## config.mk

```make
export PLATFORM = sky130hd
export DESIGN_NAME = riscv_uart_tx_arbiter
export DESIGN_NICKNAME = d
export VERILOG_FILES = /design/src/rtl/riscv_uart_arb_pkg.sv /design/src/rtl/riscv_rr_arbiter.sv /design/src/rtl/riscv_uart_tx_arbiter.sv
export SDC_FILE = /design/constraint.sdc
export NUM_CORES = 1
export LEC_CHECK = 0
export ABC_AREA = 1
export BUFFER_PORTS_ARGS = -buffer_cell sky130_fd_sc_hd__buf_4
export CAP_MARGIN = 0
export CORE_ASPECT_RATIO = 1.1
export CORE_UTILIZATION = 43
export CTS_CLUSTER_SIZE = 25
export DETAILED_ROUTE_END_ITERATION = 12
export GPL_TIMING_DRIVEN = 0
export PLACE_DENSITY_LB_ADDON = 0.2
export SYNTH_ARGS = -nofsm -noshare
export SYNTH_HDL_FRONTEND = slang
export SYNTH_SLANG_ARGS = --single-unit
```

## constraint.sdc

```tcl
create_clock -name clk -period 2.4 [get_ports clk]
set_input_delay 0.48 -clock clk [delete_from_list [all_inputs] [get_ports clk]]
set_output_delay 0.48 -clock clk [all_outputs]
set_load 0.01 [all_outputs]
```

## src/rtl/riscv_uart_arb_pkg.sv

```systemverilog
// Shared definitions for the UART TX arbiter.
// Contents:
//   arb_state_e - bus FSM states (idle, read setup/access, write setup/access)
//   A_RD, A_WR  - register offsets of the UART status and TX data words
//   DATA_WIDTH  - width of one requester byte
//   ASCII_LF    - line-feed byte that ends a locked console line
package riscv_uart_arb_pkg;

    typedef enum logic [2:0] {
        StIdle,
        StRdSetup,
        StRdAccess,
        StWrSetup,
        StWrAccess
    } arb_state_e;

    localparam logic [11:0] A_RD = 12'h000;
    localparam logic [11:0] A_WR = 12'h004;

    localparam int unsigned DATA_WIDTH = 8;
    localparam logic [DATA_WIDTH-1:0] ASCII_LF = 8'h0A;

endpackage

```

## src/rtl/riscv_rr_arbiter.sv

```systemverilog
// Combinational round-robin arbiter.
// Ports:
//   req       - request vector, one bit per requester
//   ptr       - last granted index; the search starts at ptr+1 and wraps
//   force_en  - when set, only force_idx may be granted
//   force_idx - the only index eligible while force_en is set
//   grant     - one-hot grant (all zero when nothing is granted)
//   grant_idx - index of the granted requester (0 when nothing is granted)
module riscv_rr_arbiter #(
    parameter int unsigned NREQ = 2,
    parameter int unsigned IDW  = $clog2(NREQ)
) (
    input  logic [NREQ-1:0] req,
    input  logic [IDW-1:0]  ptr,
    input  logic            force_en,
    input  logic [IDW-1:0]  force_idx,
    output logic [NREQ-1:0] grant,
    output logic [IDW-1:0]  grant_idx
);

    logic           found;
    logic [IDW-1:0] cand;

    always_comb begin
        grant     = '0;
        grant_idx = '0;
        found     = 1'b0;
        cand      = '0;
        if (force_en) begin
            if (req[force_idx]) begin
                grant[force_idx] = 1'b1;
                grant_idx        = force_idx;
            end
        end else begin
            // First requester found after ptr, wrapping modulo NREQ.
            for (int unsigned k = 1; k <= NREQ; k++) begin
                cand = IDW'((32'(ptr) + k) % NREQ);
                if (!found && req[cand]) begin
                    found       = 1'b1;
                    grant[cand] = 1'b1;
                    grant_idx   = cand;
                end
            end
        end
    end

endmodule

```

## src/rtl/riscv_uart_tx_arbiter.sv

```systemverilog
// Shares the UART TX data register between NREQ byte-stream requesters.
// For each granted byte it polls the status word (rdata[0] = TX ready) until
// ready, then writes the byte to the data word, acting as the bus master.
// Optional feature macro: RISCV_UART_ARB_LINE_LOCK_EN - hold the grant for a
// whole text line (until 0x0A) or until the owner idles LOCK_TIMEOUT cycles.
// Ports:
//   clk, rst          - clock, asynchronous active-high reset
//   req_valid/data    - per-requester byte valid and byte (requester i at [8i+7:8i])
//   req_ready         - one-cycle pulse when the requester's byte is written
//   sel/enable/write  - bus select, access phase, direction
//   addr/wdata/rdata  - bus address, write data, read data
//   grant_id          - current or last granted requester
//   busy              - FSM not idle
module riscv_uart_tx_arbiter
    import riscv_uart_arb_pkg::*;
#(
    parameter int unsigned     XLEN         = 32,
    parameter int unsigned     NREQ         = 2,
    parameter logic [XLEN-1:0] BASE_ADDR    = '0,
    parameter int unsigned     LOCK_TIMEOUT = 256
) (
    input  logic                       clk,
    input  logic                       rst,
    input  logic [NREQ-1:0]            req_valid,
    input  logic [NREQ*DATA_WIDTH-1:0] req_data,
    output logic [NREQ-1:0]            req_ready,
    output logic                       sel,
    output logic                       enable,
    output logic                       write,
    output logic [XLEN-1:0]            addr,
    output logic [XLEN-1:0]            wdata,
    input  logic [XLEN-1:0]            rdata,
    output logic [$clog2(NREQ)-1:0]    grant_id,
    output logic                       busy
);

    localparam int unsigned IDW = $clog2(NREQ);

    arb_state_e            state_q, state_d;
    logic [IDW-1:0]        rr_ptr_q, rr_ptr_d;
    logic [IDW-1:0]        gnt_q, gnt_d;
    logic [DATA_WIDTH-1:0] byte_q, byte_d;

    logic                  sel_q, sel_d;
    logic                  enable_q, enable_d;
    logic                  write_q, write_d;
    logic [XLEN-1:0]       addr_q, addr_d;
    logic [XLEN-1:0]       wdata_q, wdata_d;
    logic [NREQ-1:0]       ready_q, ready_d;
    logic                  busy_q;

    logic [NREQ-1:0]       arb_grant;
    logic [IDW-1:0]        arb_idx;
    logic                  force_en;
    logic [IDW-1:0]        force_idx;

    logic [DATA_WIDTH-1:0] req_bytes [NREQ];
    logic                  unused_rdata;

    assign unused_rdata = ^rdata[XLEN-1:1];

    always_comb begin
        for (int unsigned i = 0; i < NREQ; i++) begin
            req_bytes[i] = req_data[i*DATA_WIDTH +: DATA_WIDTH];
        end
    end

    riscv_rr_arbiter #(
        .NREQ (NREQ),
        .IDW  (IDW)
    ) u_rr_arbiter (
        .req       (req_valid),
        .ptr       (rr_ptr_q),
        .force_en  (force_en),
        .force_idx (force_idx),
        .grant     (arb_grant),
        .grant_idx (arb_idx)
    );

`ifdef RISCV_UART_ARB_LINE_LOCK_EN
    localparam int unsigned CntW = $clog2(LOCK_TIMEOUT + 1);

    logic            lock_q, lock_d;
    logic [IDW-1:0]  owner_q, owner_d;
    logic [CntW-1:0] idle_cnt_q, idle_cnt_d;

    assign force_en  = lock_q;
    assign force_idx = owner_q;

    always_comb begin
        lock_d     = lock_q;
        owner_d    = owner_q;
        idle_cnt_d = idle_cnt_q;
        if (state_q == StWrAccess) begin
            // A line feed ends the line; any other byte (re)opens the lock.
            lock_d     = (byte_q != ASCII_LF);
            owner_d    = gnt_q;
            idle_cnt_d = '0;
        end else if (state_q == StIdle && lock_q) begin
            if (req_valid[owner_q]) begin
                idle_cnt_d = '0;
            end else if (idle_cnt_q == CntW'(LOCK_TIMEOUT - 1)) begin
                // Owner silent for LOCK_TIMEOUT idle cycles: release. The rr
                // pointer already points at the owner, so rotation resumes there.
                lock_d     = 1'b0;
                idle_cnt_d = '0;
            end else begin
                idle_cnt_d = idle_cnt_q + 1'b1;
            end
        end
    end

    always_ff @(posedge clk or posedge rst) begin
        if (rst) begin
            lock_q     <= 1'b0;
            owner_q    <= '0;
            idle_cnt_q <= '0;
        end else begin
            lock_q     <= lock_d;
            owner_q    <= owner_d;
            idle_cnt_q <= idle_cnt_d;
        end
    end
`else
    assign force_en  = 1'b0;
    assign force_idx = '0;
`endif

    // Next-state logic.
    always_comb begin
        state_d  = state_q;
        rr_ptr_d = rr_ptr_q;
        gnt_d    = gnt_q;
        byte_d   = byte_q;
        unique case (state_q)
            StIdle: begin
                if (|arb_grant) begin
                    // Byte captured here; later drops of valid cannot cancel it.
                    byte_d  = req_bytes[arb_idx];
                    gnt_d   = arb_idx;
                    state_d = StRdSetup;
                end
            end
            StRdSetup:  state_d = StRdAccess;
            StRdAccess: state_d = rdata[0] ? StWrSetup : StRdSetup;
            StWrSetup:  state_d = StWrAccess;
            StWrAccess: begin
                rr_ptr_d = gnt_q;
                state_d  = StIdle;
            end
            default:    state_d = StIdle;
        endcase
    end

    // Registered bus outputs decoded from the next state, so they line up with
    // the state they describe.
    always_comb begin
        sel_d    = 1'b0;
        enable_d = 1'b0;
        write_d  = 1'b0;
        addr_d   = addr_q;
        wdata_d  = wdata_q;
        ready_d  = '0;
        case (state_d)
            StRdSetup: begin
                sel_d  = 1'b1;
                addr_d = BASE_ADDR + XLEN'(A_RD);
            end
            StRdAccess: begin
                sel_d    = 1'b1;
                enable_d = 1'b1;
                addr_d   = BASE_ADDR + XLEN'(A_RD);
            end
            StWrSetup: begin
                sel_d   = 1'b1;
                write_d = 1'b1;
                addr_d  = BASE_ADDR + XLEN'(A_WR);
                wdata_d = {{(XLEN-DATA_WIDTH){1'b0}}, byte_d};
            end
            StWrAccess: begin
                sel_d          = 1'b1;
                enable_d       = 1'b1;
                write_d        = 1'b1;
                addr_d         = BASE_ADDR + XLEN'(A_WR);
                wdata_d        = {{(XLEN-DATA_WIDTH){1'b0}}, byte_d};
                ready_d[gnt_d] = 1'b1;
            end
            default: ;
        endcase
    end

    always_ff @(posedge clk or posedge rst) begin
        if (rst) begin
            state_q  <= StIdle;
            rr_ptr_q <= IDW'(NREQ - 1);
            gnt_q    <= '0;
            byte_q   <= '0;
            sel_q    <= 1'b0;
            enable_q <= 1'b0;
            write_q  <= 1'b0;
            addr_q   <= '0;
            wdata_q  <= '0;
            ready_q  <= '0;
            busy_q   <= 1'b0;
        end else begin
            state_q  <= state_d;
            rr_ptr_q <= rr_ptr_d;
            gnt_q    <= gnt_d;
            byte_q   <= byte_d;
            sel_q    <= sel_d;
            enable_q <= enable_d;
            write_q  <= write_d;
            addr_q   <= addr_d;
            wdata_q  <= wdata_d;
            ready_q  <= ready_d;
            busy_q   <= (state_d != StIdle);
        end
    end

    assign sel       = sel_q;
    assign enable    = enable_q;
    assign write     = write_q;
    assign addr      = addr_q;
    assign wdata     = wdata_q;
    assign req_ready = ready_q;
    assign grant_id  = gnt_q;
    assign busy      = busy_q;

endmodule

```

== After elaboration in Yosys (flattened, before gate mapping) ==
Index checks and enable logic that the tools add are counted.

* Flip-flop bits (word level): 59
* Input bits: 52
* Output and inout bits: 71
* Word-level logic and storage cells: 73

* Add/sub/neg operators: 2
* Magnitude comparators: 7
* Equality and inequality tests: 8
* Multiplexer cells: 30
* Bitwise operators: 2
* Reduce and logical (&&, ||, !) cells: 13

{| class="wikitable"
|+ Operators with widths
! operator !! number
|-
| $pmux 32 s2 || 1
|-
| $mux 8 || 5
|-
| $mux 1 || 15
|-
| $eq 3x2->1 const B || 4
|-
| $pmux 3 s4 || 1
|-
| $mux 2 || 4
|-
| $reduce_or 2->1 || 4
|-
| $eq 3x1->1 const B || 2
|-
| $eq 3x3->1 const B || 2
|-
| $lt 1x2->1 const B || 3
|-
| $logic_and 1x1->1 || 4
|-
| $reduce_or 4->1 || 1
|-
| $demux 1 s1 || 3
|-
| $ge 1x1->1 const B || 3
|-
| $logic_not 3->1 || 1
|-
| $mux 3 || 1
|-
| $reduce_bool 3->1 || 1
|-
| $add 1x1->1 const B || 2
|-
| $ge 2x2->1 const B || 1
|-
| $not 1->2 || 1
|-
| $or 2x2->2 || 1
|-
| $reduce_bool 2->1 || 1
|-
| $logic_not 1->1 || 1
|}

== Depth between registers and ports, before layout ==
Gate-level depths: netlist of the first run.

* Word-level depth: 16
* Gate-level depth with buffers: 6
* Depth with buffers taken out: 6

== By module ==
From an unflattened synthesis of the first run, not the netlist that was laid out.

* Cell total of the unflattened synthesis: 231
* Area, all modules: 1,754.2 um^2

{| class="wikitable"
|+ By module, submodules not included
! module !! instances !! cells an instance !! area each (um^2) !! sequential area each (um^2)
|-
| riscv_uart_tx_arbiter || 1 || 221 || 1,712.9 || 701.9
|-
| riscv_rr_arbiter || 1 || 10 || 41.3 || 0.0
|}

== Worst setup path after synthesis of the first run ==
OpenSTA, ideal clock, no wires.

* Path type: input port to flip-flop
* Start point: input port req_valid[1]
* End point: register byte_q[4]
* Library setup time: 0.119 ns
* Data arrival time: 1.161 ns
* Required time: 2.281 ns
* Path slack: 1.120 ns
* Stages: 5
* Cells stage by stage: nor2_2 > inv_1 > nand3_1 > nand2_1 > and2_1

* Cells in the longest elaborated chain, start to end: 12

{| class="wikitable"
|+ Ends and longest elaborated chain
! item !! line !! text
|-
| from (decl) || riscv_uart_tx_arbiter.sv:24 || <nowiki>input logic [NREQ-1:0] req_valid,</nowiki>
|-
| $mux 1 (not written as such) (2 in series) || riscv_rr_arbiter.sv:38 || <nowiki>if (!found && req[cand]) begin</nowiki>
|-
| $mux 1 || riscv_rr_arbiter.sv:38 ||
|-
| $logic_not 1->1 || riscv_rr_arbiter.sv:38 ||
|-
| $logic_and 1x1->1 || riscv_rr_arbiter.sv:38 ||
|-
| $mux 1 || riscv_rr_arbiter.sv:38 ||
|-
| $not 1->2 (not written as such) || riscv_uart_tx_arbiter.sv:139 || <nowiki>byte_d = req_bytes[arb_idx];</nowiki>
|-
| $mux 8 (not written as such) (3 in series) || riscv_uart_tx_arbiter.sv:139 ||
|-
| $mux 8 * || riscv_uart_tx_arbiter.sv:137 || <nowiki>if (|arb_grant) begin</nowiki>
|-
| $mux 8 * || riscv_uart_tx_arbiter.sv:135 || <nowiki>unique case (state_q)</nowiki>
|-
| net byte_d[4] || riscv_uart_tx_arbiter.sv:42 || <nowiki>logic [DATA_WIDTH-1:0] byte_q, byte_d;</nowiki>
|-
| to (signal assigned) || riscv_uart_tx_arbiter.sv:209 || <nowiki>byte_q <= byte_d;</nowiki>
|-
| to (decl) || riscv_uart_tx_arbiter.sv:42 ||
|}

The timed path passes the listed nets; every way through them passes the cells marked *. The select of a mux whose other input is x is not followed.
A chain may end at the register's enable or synchronous reset.

== Final worst setup path of the first run ==
* Start point: register state_q[0]
* End point: register wdata_q[5], in the netlist wdata[5]

* Cells in the longest elaborated chain, start to end: 4

{| class="wikitable"
|+ Ends and longest elaborated chain
! item !! line !! text
|-
| from (decl) || riscv_uart_tx_arbiter.sv:39 || <nowiki>arb_state_e state_q, state_d;</nowiki>
|-
| from (signal assigned) || riscv_uart_tx_arbiter.sv:194 || <nowiki>state_q <= StIdle;</nowiki>
|-
| from (signal assigned) || riscv_uart_tx_arbiter.sv:206 || <nowiki>state_q <= state_d;</nowiki>
|-
| $eq 3x2->1 (tied with other cells) || riscv_uart_tx_arbiter.sv:135 ||
|-
| $pmux 3 s4 || riscv_uart_tx_arbiter.sv:135 ||
|-
| $eq 3x3->1 or $eq 3x2->1 (tied branches) || riscv_uart_tx_arbiter.sv:164 || <nowiki>case (state_d)</nowiki>
|-
| $reduce_or 2->1 (no source line) || n/a ||
|-
| to (signal assigned) || riscv_uart_tx_arbiter.sv:214 || <nowiki>wdata_q <= wdata_d;</nowiki>
|-
| to (decl) || riscv_uart_tx_arbiter.sv:48 || <nowiki>logic [XLEN-1:0] wdata_q, wdata_d;</nowiki>
|}

Several ways; a longest one is shown, not always the timed one.

==> impl_metrics.py, run 1 <==
metrics = {
    "outcome": {
        "run_status": "completed",
    },
    "grt": {
        "use_met3": 0.0172,
        "global_route.overflow_total": 0,
        "met1_usage": 0.189,
        "antenna_found_initial": 0,
        "wire_length_of_the_first_global_routing_pass_um": 4500,
        "via_count_of_the_first_global_routing_pass": 1018,
        "globalRouteMet2Util": 0.258,
        "gr-max-usage-layer": "met2",
        "maximum_number_of_pins_on_one_net_before_global_route_repair": 29,
        "grt.total_usage": 0.150,
    },
    "yosys": {
        "synthesized_area_divided_by_synthesized_cell_count_sq_um": 8.39,
        "synthesis.instances": 198,
        "sequential_share_of_the_synthesized_area": 0.422,
        "yosysUniqueCellTypes": 21,
        "synth.ff_latch_count": 28,
        "yosys_warns": 0,
        "netlist_area_sq_um": 1660,
    },
    "clock_tree": {
        "cts_setup_buffers": 0,
        "post_cts_hold_buffer_count": 0,
        "clock_latency_ps": 270,
        "cts_sinks": 28,
        "ctsLongestPathBuffers": 2,
        "cts_buffers": 3,
        "cts-resized-gates": 0,
        "clkTransAtPathRegs_ps": 100,
        "htreeDepth": 1,
        "cts_tree": "done",
        "cts_root_buf": "clkbuf_8",
    },
    "finish": {
        "finish.net_count": 345,
        "drive_gt1_frac": 0.360,
        "final_core_util": 0.616,
        "layout-area-overhead-vs-synth_pct": 36.5,
        "num_antenna_cells": 0,
    },
    "sta": {
        "post-route-period-util": 0.623,
        "slew-limit-headroom": 0.306,
        "final-max-slew-violation-count": 0,
        "achievable-frequency_mhz": 669,
        "fin_setup_tns_ps": 0,
        "final-setup-viol-count": 0,
        "worst_slew_pin_slew_ps": 1040,
        "rsz0062_at_grt": "no",
        "post-route-min-period_ps": 1490,
        "skew_ps": 6.15,
        "hold_viol_final": 0,
    },
    "drt": {
        "post_drt_wl_per_cell_um": 8.81,
        "drtPass1Iterations": 4,
        "drc_errors": 0,
        "dr_total_vias": 1286,
        "detail_route.vias_per_cell": 3.76,
        "finalWirelength_um": 3010,
        "drtAntennaViolNets": 0,
        "dr.first_iter.drc_count": 33,
    },
    "power": {
        "leak_nw": 1.37,
        "worst_ir_drop_vdd_mv": 0.378,
        "power_density_nw_per_um2": 988,
    },
    "worst_hold_path": {
        "hold_path_class": "in -> async",
    },
    "worst_setup_path": {
        "critical_path.max_fanout": 8,
        "critPathRequiredTime_ps": 2610,
        "critical_path.endpoint_type": "flop",
        "worst-endpoint-arrival_ps": 1710,
        "path_class": "reg -> reg",
        "critical_path_startpoint_category": "flop",
    },
    "job": {
        "maxCapViolCount": 0,
    },
    "placement": {
        "routabilityCongestion": 0.741,
        "placement.io_buffers": 36,
        "detail_placement_hpwl_um": 2260,
    },
    "floorplan": {
        "die-height_um": 67.2,
        "core_region_area_sq_um": 3680,
        "pin_count": 123,
        "die_area_sq_um": 4120,
        "floorplan_row_count": 23,
        "start_util": 0.451,
        "chipWidth_um": 61.3,
    },
}
==> metrics by stage <==
stage	instances	hold WS, ps	total power, mW	setup WS, ps	cell area, sq um
5_1_grt	342	508	2.44	756	2270
4_1_cts	342	494	2.26	889	2270
2_1_floorplan	252	465	1.52	1120	1860
3_5_place_dp	338	468	1.89	795	2200
3_3_place_gp	338	464	1.86	819	2200
6_report	342	460	2.24	905	2270
==> layout by cell type, fill, tap and decap left out <==
cell	n
nand2_4	1
a21oi_1	1
nor2_8	1
o22ai_1	1
buf_4	91
dfstp_2	1
inv_1	20
and2_1	8
dfrtp_1	27
nand2_1	41
bufinv_16	1
conb_1	55
nor3b_2	1
a21oi_2	1
and3_1	1
clkbuf_8	3
nand4_1	2
nor2_2	3
nand3_1	27
nand2_2	1
nor2_1	3
a31oi_1	1
inv_2	1
==> metal layers <==
layer	vias to the layer above	wire [um]
met3	2	265
met4	0	33
met2	63	1460
met5	-	0
li1	693	-
met1	528	1250
==> cell families after synthesis <==
family / Yosys count / share of synthesized area
flip-flops: 28 / 0.422
buffers and inverters: 76 / 0.296
AO/OA/AOI/OAI: 4 / 0.0158
other: 1 / 0.00226
AND/OR/NAND/NOR: 89 / 0.264
==> registers in the layout, indices dropped and copies added, names as in the netlist <==
name / flops
req_ready: 2
sel: 1
addr: 1
enable: 1
wdata: 8
grant_id: 1
state_q: 3
busy: 1
rr_ptr_q: 1
byte_q: 8
write: 1
==> Yosys cell counts <==
cell,instances,share of area
o22ai_1,1,0.0038
dfrtp_1,27,0.41
dfstp_2,1,0.016
nand4_1,2,0.0075
buf_4,55,0.25
nor2_8,1,0.012
a21oi_1,1,0.0030
nand3_1,27,0.081
and3_1,1,0.0038
nor2_1,3,0.0068
nand2_1,41,0.093
and2_1,8,0.030
a31oi_1,1,0.0038
nand2_4,1,0.0068
a21oi_2,1,0.0053
inv_2,1,0.0023
nand2_2,1,0.0038
nor3b_2,1,0.0075
nor2_2,3,0.011
inv_1,20,0.045
conb_1,1,0.0023
==> critical path, stage by stage, from the launching register on <==
cell and delay (ps):
dfrtp_1 470, nor2_2 240, nand3_1 320, nand2_1 220
nand3_1 120, nand2_1 70
==> where the power goes <==
| part | internal, mW | switching [mW] | leakage (nW) | total [mW] |
|---|---|---|---|---|
| logic | 0.460 | 0.598 | 1.00 | 1.06 |
| clock network | 0.223 | 0.142 | 0.0357 | 0.365 |
| registers | 0.701 | 0.117 | 0.335 | 0.818 |
| total | 1.38 | 0.857 | 1.37 | 2.24 |
==> worst paths after layout <==
check                           start  slack [ps]  cells after the start         to
max                        state_q[0]         910                      5   wdata[5]
min                               rst         460                      2   wdata[4]
max reg2reg                state_q[0]         910                      5   wdata[5]
min reg2reg                  wdata[3]         490                      2   wdata[3]
max in group asynchronous         rst        1310                      2  byte_q[4]
min in group clk             wdata[3]         490                      2   wdata[3]
==> final cells by class <==
class	count	area, sq um
repair buffers	36	270
well taps	50	62.6
multi-input cells	148	671
clock buffers	3	41.3
inverters	21	78.8
plain buffers	55	413
fillers	351	1420
clock inverters	1	30.0
flip-flops and latches	28	702
No activity file was read; power rests on OpenSTA's default activity.
==> run 2, diff against run 1 <==
- ABC_AREA: 1 -> 0
- CORE_UTILIZATION: 43 -> 36
- clock period: 2.4 -> 1.25 ns (I/O delays scaled with it)
==> run 2 against run 1 <==
Largest power group unchanged; final cell count down 14%; sequential share of layout area down 1.4 points; non-clock buffer count up 10; first-iteration DRC count up 39%; die area up 13%; via count down 12%; register-to-register slack worse by 1100 ps; clock skew down 3.0 ps; the run now ends with negative setup slack left; global-route usage down 2.7 points; routed wire length up 2.5%.
==> impl_metrics.py, run 2 <==
metrics = {
    "clock_tree": {
        "ctsLongestPathBuffers": 2,
        "htreeDepth": 1,
        "cts_sinks": 28,
        "cts_root_buf": "clkbuf_8",
        "clock_latency_ps": 270,
        "post_cts_hold_buffer_count": 0,
        "cts_buffers": 3,
        "clkTransAtPathRegs_ps": 90,
        "cts_tree": "done",
    },
    "finish": {
        "most_common_cell_after_layout_fill_and_taps_aside": "buf_4",
        "finish.net_count": 296,
        "drive_gt1_frac": 0.543,
        "layout-area-overhead-vs-synth_pct": 50.6,
        "multi_input_comb_area_sq_um": 736,
        "fin_cells": 295,
        "seqCellArea_sq_um": 702,
        "filler_cell_count": 360,
        "num_antenna_cells": 0,
        "most-common-layout-cells": "buf_4, conb_1, dfrtp_1, o21bai_1, mux2_4",
    },
    "worst_setup_path": {
        "critical_path.max_fanout": 10,
        "critical_path_startpoint_category": "flop",
        "worst-endpoint-arrival_ps": 1630,
        "critical_path.cell_chain": "buf_6 > or3_4 > o21bai_1 > o221a_4",
        "cpPeakStageDelay_ps": 430,
        "critical_path.endpoint_type": "flop",
        "critPathRequiredTime_ps": 1460,
        "cp-startpoint": "state_q[1]",
        "rr_startpoint": "state_q[1]",
        "regToRegEndpoint": "byte_q[3]",
        "rrSetupSlack_ps": -170,
        "path_class": "reg -> reg",
        "setup.worst_path.end": "byte_q[3]",
        "timing.reg2reg.worst_path_depth": 4,
        "critical-path-slowest-cell": "or3_4",
    },
    "placement": {
        "preCtsSetupSlack_ps": -324,
        "place.detailed.instances": 284,
        "detail_placement_hpwl_um": 2160,
        "placement.io_buffers": 36,
        "routabilityCongestion": 0.736,
    },
    "worst_hold_path": {
        "hold_path_class": "in -> async",
    },
    "sta": {
        "post-route-period-util": 1.13,
        "worst_slew_pin_slew_ps": 1030,
        "final-setup-viol-count": 13,
        "hold_viol_final": 0,
        "skew_ps": 3.16,
        "finalWorstSetupSlack_ps": -166,
        "final.hold.worst_slack_ps": 229,
        "achievable-frequency_mhz": 706,
        "slew-limit-headroom": 0.312,
        "post-route-min-period_ps": 1420,
        "rsz0062_at_grt": "yes",
        "final-max-slew-violation-count": 0,
    },
    "yosys": {
        "yosys.cell_count.top_type": "buf_4",
        "sequential_share_of_the_synthesized_area": 0.445,
        "async_reset_ff_frac": 1.00,
        "synth.top_cells.by_count": "buf_4, dfrtp_1, mux2_2, o21bai_1, o221a_2",
        "synth.ff_latch_count": 28,
        "synth_edf_count": 0,
        "ys_dominant_reg_cell": "dfrtp_1",
        "synthesized_area_divided_by_synthesized_cell_count_sq_um": 11.1,
        "yosys_warns": 0,
        "yosysUniqueCellTypes": 26,
        "netlist.top_cell.by_area": "dfrtp_1",
        "cells_taking_the_most_area_after_synthesis": "dfrtp_1, buf_4, mux2_2",
        "yosysTopAreaCellShare": 0.429,
        "synthesis.instances": 142,
        "netlist_area_sq_um": 1580,
    },
    "floorplan": {
        "core_region_area_sq_um": 4080,
        "floorplan_row_count": 24,
        "chipWidth_um": 65.1,
        "pin_count": 123,
        "die_area_sq_um": 4650,
        "start_util": 0.386,
        "die-height_um": 71.4,
    },
    "outcome": {
        "violations": "negative setup slack",
        "run_status": "finished, violations left",
    },
    "drt": {
        "finalWirelength_um": 3090,
        "drc_errors": 0,
        "detail_route.vias_per_cell": 3.83,
        "dr_total_vias": 1129,
        "dr.first_iter.drc_count": 46,
        "drtAntennaViolNets": 0,
        "post_drt_wl_per_cell_um": 10.5,
        "drtPass1Iterations": 4,
    },
    "grt": {
        "maximum_number_of_pins_on_one_net_before_global_route_repair": 29,
        "antenna_found_initial": 0,
        "via_count_of_the_first_global_routing_pass": 959,
        "grt.total_usage": 0.123,
        "global_route.overflow_total": 0,
        "wire_length_of_the_first_global_routing_pass_um": 4420,
    },
    "power": {
        "power_mw": 4.79,
        "power_density_nw_per_um2": 2020,
        "worst_ir_drop_vdd_mv": 0.733,
        "leak_nw": 1.28,
    },
    "job": {
        "maxCapViolCount": 0,
    },
}
run 2: cell types whose count changed after synthesis, moves of 7 or more:
cell	delta
o21bai_1	+8
and2_1	-7
nand3_1	-25
mux2_2	+10
nand2_1	-37
inv_1	-15
run 2: power by group:
group          internal, mW  switching (mW)  total (mW)
sequential             1.34           0.207        1.55
combinational          1.47            1.08        2.54
clock                 0.428           0.271       0.699
run 2: cells by family after synthesis:
kind of cell	count (synthesis)	synth area share
simple gates	18	0.0643
flops	28	0.445
mux	10	0.0714
other cells	1	0.00238
buf+inv	64	0.298
compound gates	21	0.118
run 2: worst min-delay path by stage:
stage / end / depth (start not counted)
after floorplan: addr[2] / 1
final: byte_q[3] / 2
after global placement: wdata[6] / 1
after CTS: byte_q[7] / 2
after detailed placement: wdata[6] / 1
after global routing: byte_q[7] / 2
run 2: cell type report:
| class | count | area share |
|---|---|---|
| multi-input cells | 105 | 0.310 |
| flip-flops and latches | 28 | 0.296 |
| plain buffers | 58 | 0.188 |
| repair buffers | 43 | 0.141 |
| well taps | 52 | 0.0274 |
| clock buffers | 3 | 0.0174 |
| clock inverters | 1 | 0.0127 |
| inverters | 5 | 0.00791 |
run 2: worst max-delay path: cells and delay by family (launching register included):
| kind | cells | cell delay [ps] |
|---|---|---|
| simple gates | 1 | 430 |
| compound gates | 2 | 400 |
| buf+inv | 1 | 150 |
| flops | 1 | 380 |
run 2: timing repair:
action,in CTS,in global routing
resized for setup,18,8
buffers inserted,5,2
gates cloned,0,1
pin swaps,2,4
setup endpoints to repair,17,19
run 2: metrics by stage:
step | util | instance area, sq um | setup TNS (ps)
final | 0.581 | 2370 | -1160
after CTS | 0.562 | 2300 | -1070
after global placement | 0.520 | 2120 | -2940
after detailed placement | 0.520 | 2120 | -3300
after global routing | 0.581 | 2370 | -1850
after floorplan | - | 1790 | -606
run 2: layer usage:
metal / track usage / routed length, um
met5: 0 / 0
met4: 0.0338 / 31
met1: 0.164 / 1300
met3: 0.0287 / 258
met2: 0.201 / 1490
==> run 3, diff against run 2 <==
- CORE_UTILIZATION: 36 -> 42
- clock period: 1.25 -> 1.64 ns (I/O delays scaled with it)
==> run 3 against run 2 <==
The flow now finishes without violations; final cell count decreased by 3.7%; final area decreased by 9.4%; via count fell by 3.5%; register-to-register slack better by 280 ps; non-clock buffer count down 6; die area down 14%; critical endpoint is now wdata[5].
==> impl_metrics.py, run 3 (synthesis gave the netlist of run 2 again) <==
metrics = {
    "outcome": {
        "run_status": "completed",
    },
    "finish": {
        "most-common-layout-cells": "buf_4, conb_1, dfrtp_1, mux2_2, o21bai_1",
        "most_common_cell_after_layout_fill_and_taps_aside": "buf_4",
        "filler_cell_count": 317,
        "num_antenna_cells": 0,
        "finish.net_count": 289,
        "final_core_util": 0.620,
        "drive_gt1_frac": 0.513,
        "layout-area-overhead-vs-synth_pct": 36.4,
    },
    "drt": {
        "drc_errors": 0,
        "post_drt_wl_per_cell_um": 9.71,
        "detail_route.vias_per_cell": 3.83,
        "drtPass1Iterations": 4,
        "drtAntennaViolNets": 0,
        "dr.first_iter.drc_count": 25,
        "dr_total_vias": 1089,
        "finalWirelength_um": 2760,
    },
    "grt": {
        "antenna_found_initial": 0,
        "wire_length_of_the_first_global_routing_pass_um": 4150,
        "grt.total_usage": 0.143,
        "maximum_number_of_pins_on_one_net_before_global_route_repair": 29,
        "via_count_of_the_first_global_routing_pass": 976,
        "global_route.overflow_total": 0,
    },
    "clock_tree": {
        "post_cts_hold_buffer_count": 0,
        "clock_latency_ps": 330,
        "cts_sinks": 28,
        "clkTransAtPathRegs_ps": 140,
        "cts_root_buf": "clkbuf_4",
        "cts-resized-gates": 0,
        "cts_tree": "done",
        "cts_setup_buffers": 0,
        "htreeDepth": 1,
        "ctsLongestPathBuffers": 2,
        "cts_buffers": 3,
    },
    "sta": {
        "post-route-period-util": 0.928,
        "fin_setup_tns_ps": 0,
        "achievable-frequency_mhz": 657,
        "final-max-slew-violation-count": 0,
        "hold_viol_final": 0,
        "skew_ps": 2.13,
        "final-setup-viol-count": 0,
        "post-route-min-period_ps": 1520,
        "worst_slew_pin_slew_ps": 994,
        "finalWorstSetupSlack_ps": 118,
        "rsz0062_at_grt": "no",
        "slew-limit-headroom": 0.337,
    },
    "placement": {
        "detail_placement_hpwl_um": 2180,
        "preCtsSetupSlack_ps": 82.9,
        "placement.io_buffers": 36,
        "routabilityCongestion": 0.707,
    },
    "floorplan": {
        "core_region_area_sq_um": 3470,
        "die-height_um": 66.3,
        "die_area_sq_um": 4000,
        "start_util": 0.455,
        "floorplan_row_count": 22,
        "chipWidth_um": 60.4,
        "pin_count": 123,
    },
    "job": {
        "maxCapViolCount": 0,
    },
    "power": {
        "worst_ir_drop_vdd_mv": 0.434,
        "power_density_nw_per_um2": 1390,
        "leak_nw": 1.17,
    },
    "worst_setup_path": {
        "critPathRequiredTime_ps": 1880,
        "worst-endpoint-arrival_ps": 1760,
        "critical_path_startpoint_category": "flop",
        "critical_path.endpoint_type": "flop",
        "critical_path.max_fanout": 10,
        "path_class": "reg -> reg",
    },
    "worst_hold_path": {
        "hold_path_class": "in -> async",
    },
}
## run 3: worst paths after layout
path | endpoint | cells after the start | slack, ps | start
worst max-delay path | wdata[5] | 3 | 120 | state_q[0]
worst min-delay path | wdata[4] | 2 | 210 | rst
worst max register to register | wdata[5] | 3 | 120 | state_q[0]
worst min register to register | wdata[3] | 1 | 520 | byte_q[3]
max in group asynchronous | wdata[2] | 2 | 830 | rst
min in group clk | byte_q[2] | 2 | 250 | req_data[2]
## run 3: power breakdown
| part | internal, mW | total [mW] | switching [mW] |
|---|---|---|---|
| clock | 0.136 | 0.336 | 0.200 |
| sequential | 1.02 | 1.15 | 0.137 |
| combinational | 0.843 | 1.50 | 0.658 |
## run 3: critical path, cell delays in order, from the launching register on
cell and delay, ps:
dfrtp_1 400, buf_6 130, o211ai_2 490, mux2_2 400
## run 3: stage by stage
| step | instance area [sq um] | power, mW | cells | hold WS, ps |
|---|---|---|---|---|
| global placement | 2110 | 2.65 | 280 | 481 |
| detailed placement | 2110 | 2.69 | 280 | 489 |
| global route | 2150 | 3.21 | 284 | 250 |
| floorplan | 1780 | 2.19 | 196 | 393 |
| CTS | 2150 | 3.01 | 284 | 246 |
| finish | 2150 | 2.99 | 284 | 215 |
## run 3: final cells by class
class,instances,area (sq um),share of cell area
Sequential cell,28,702,0.326
Multi-Input combinational cell,104,612,0.284
Buffer,59,452,0.210
Timing Repair Buffer,36,270,0.126
Tap cell,48,60.1,0.0279
Clock buffer,4,36.3,0.0169
Inverter,5,18.8,0.00873
## run 3: layer usage
metal  part of all wire  wire (um)  GRT usage
met3              0.091        252     0.0137
met2               0.48       1330      0.260
met1               0.40       1110      0.155
met5                  0          0          0
met4              0.026         71     0.0852
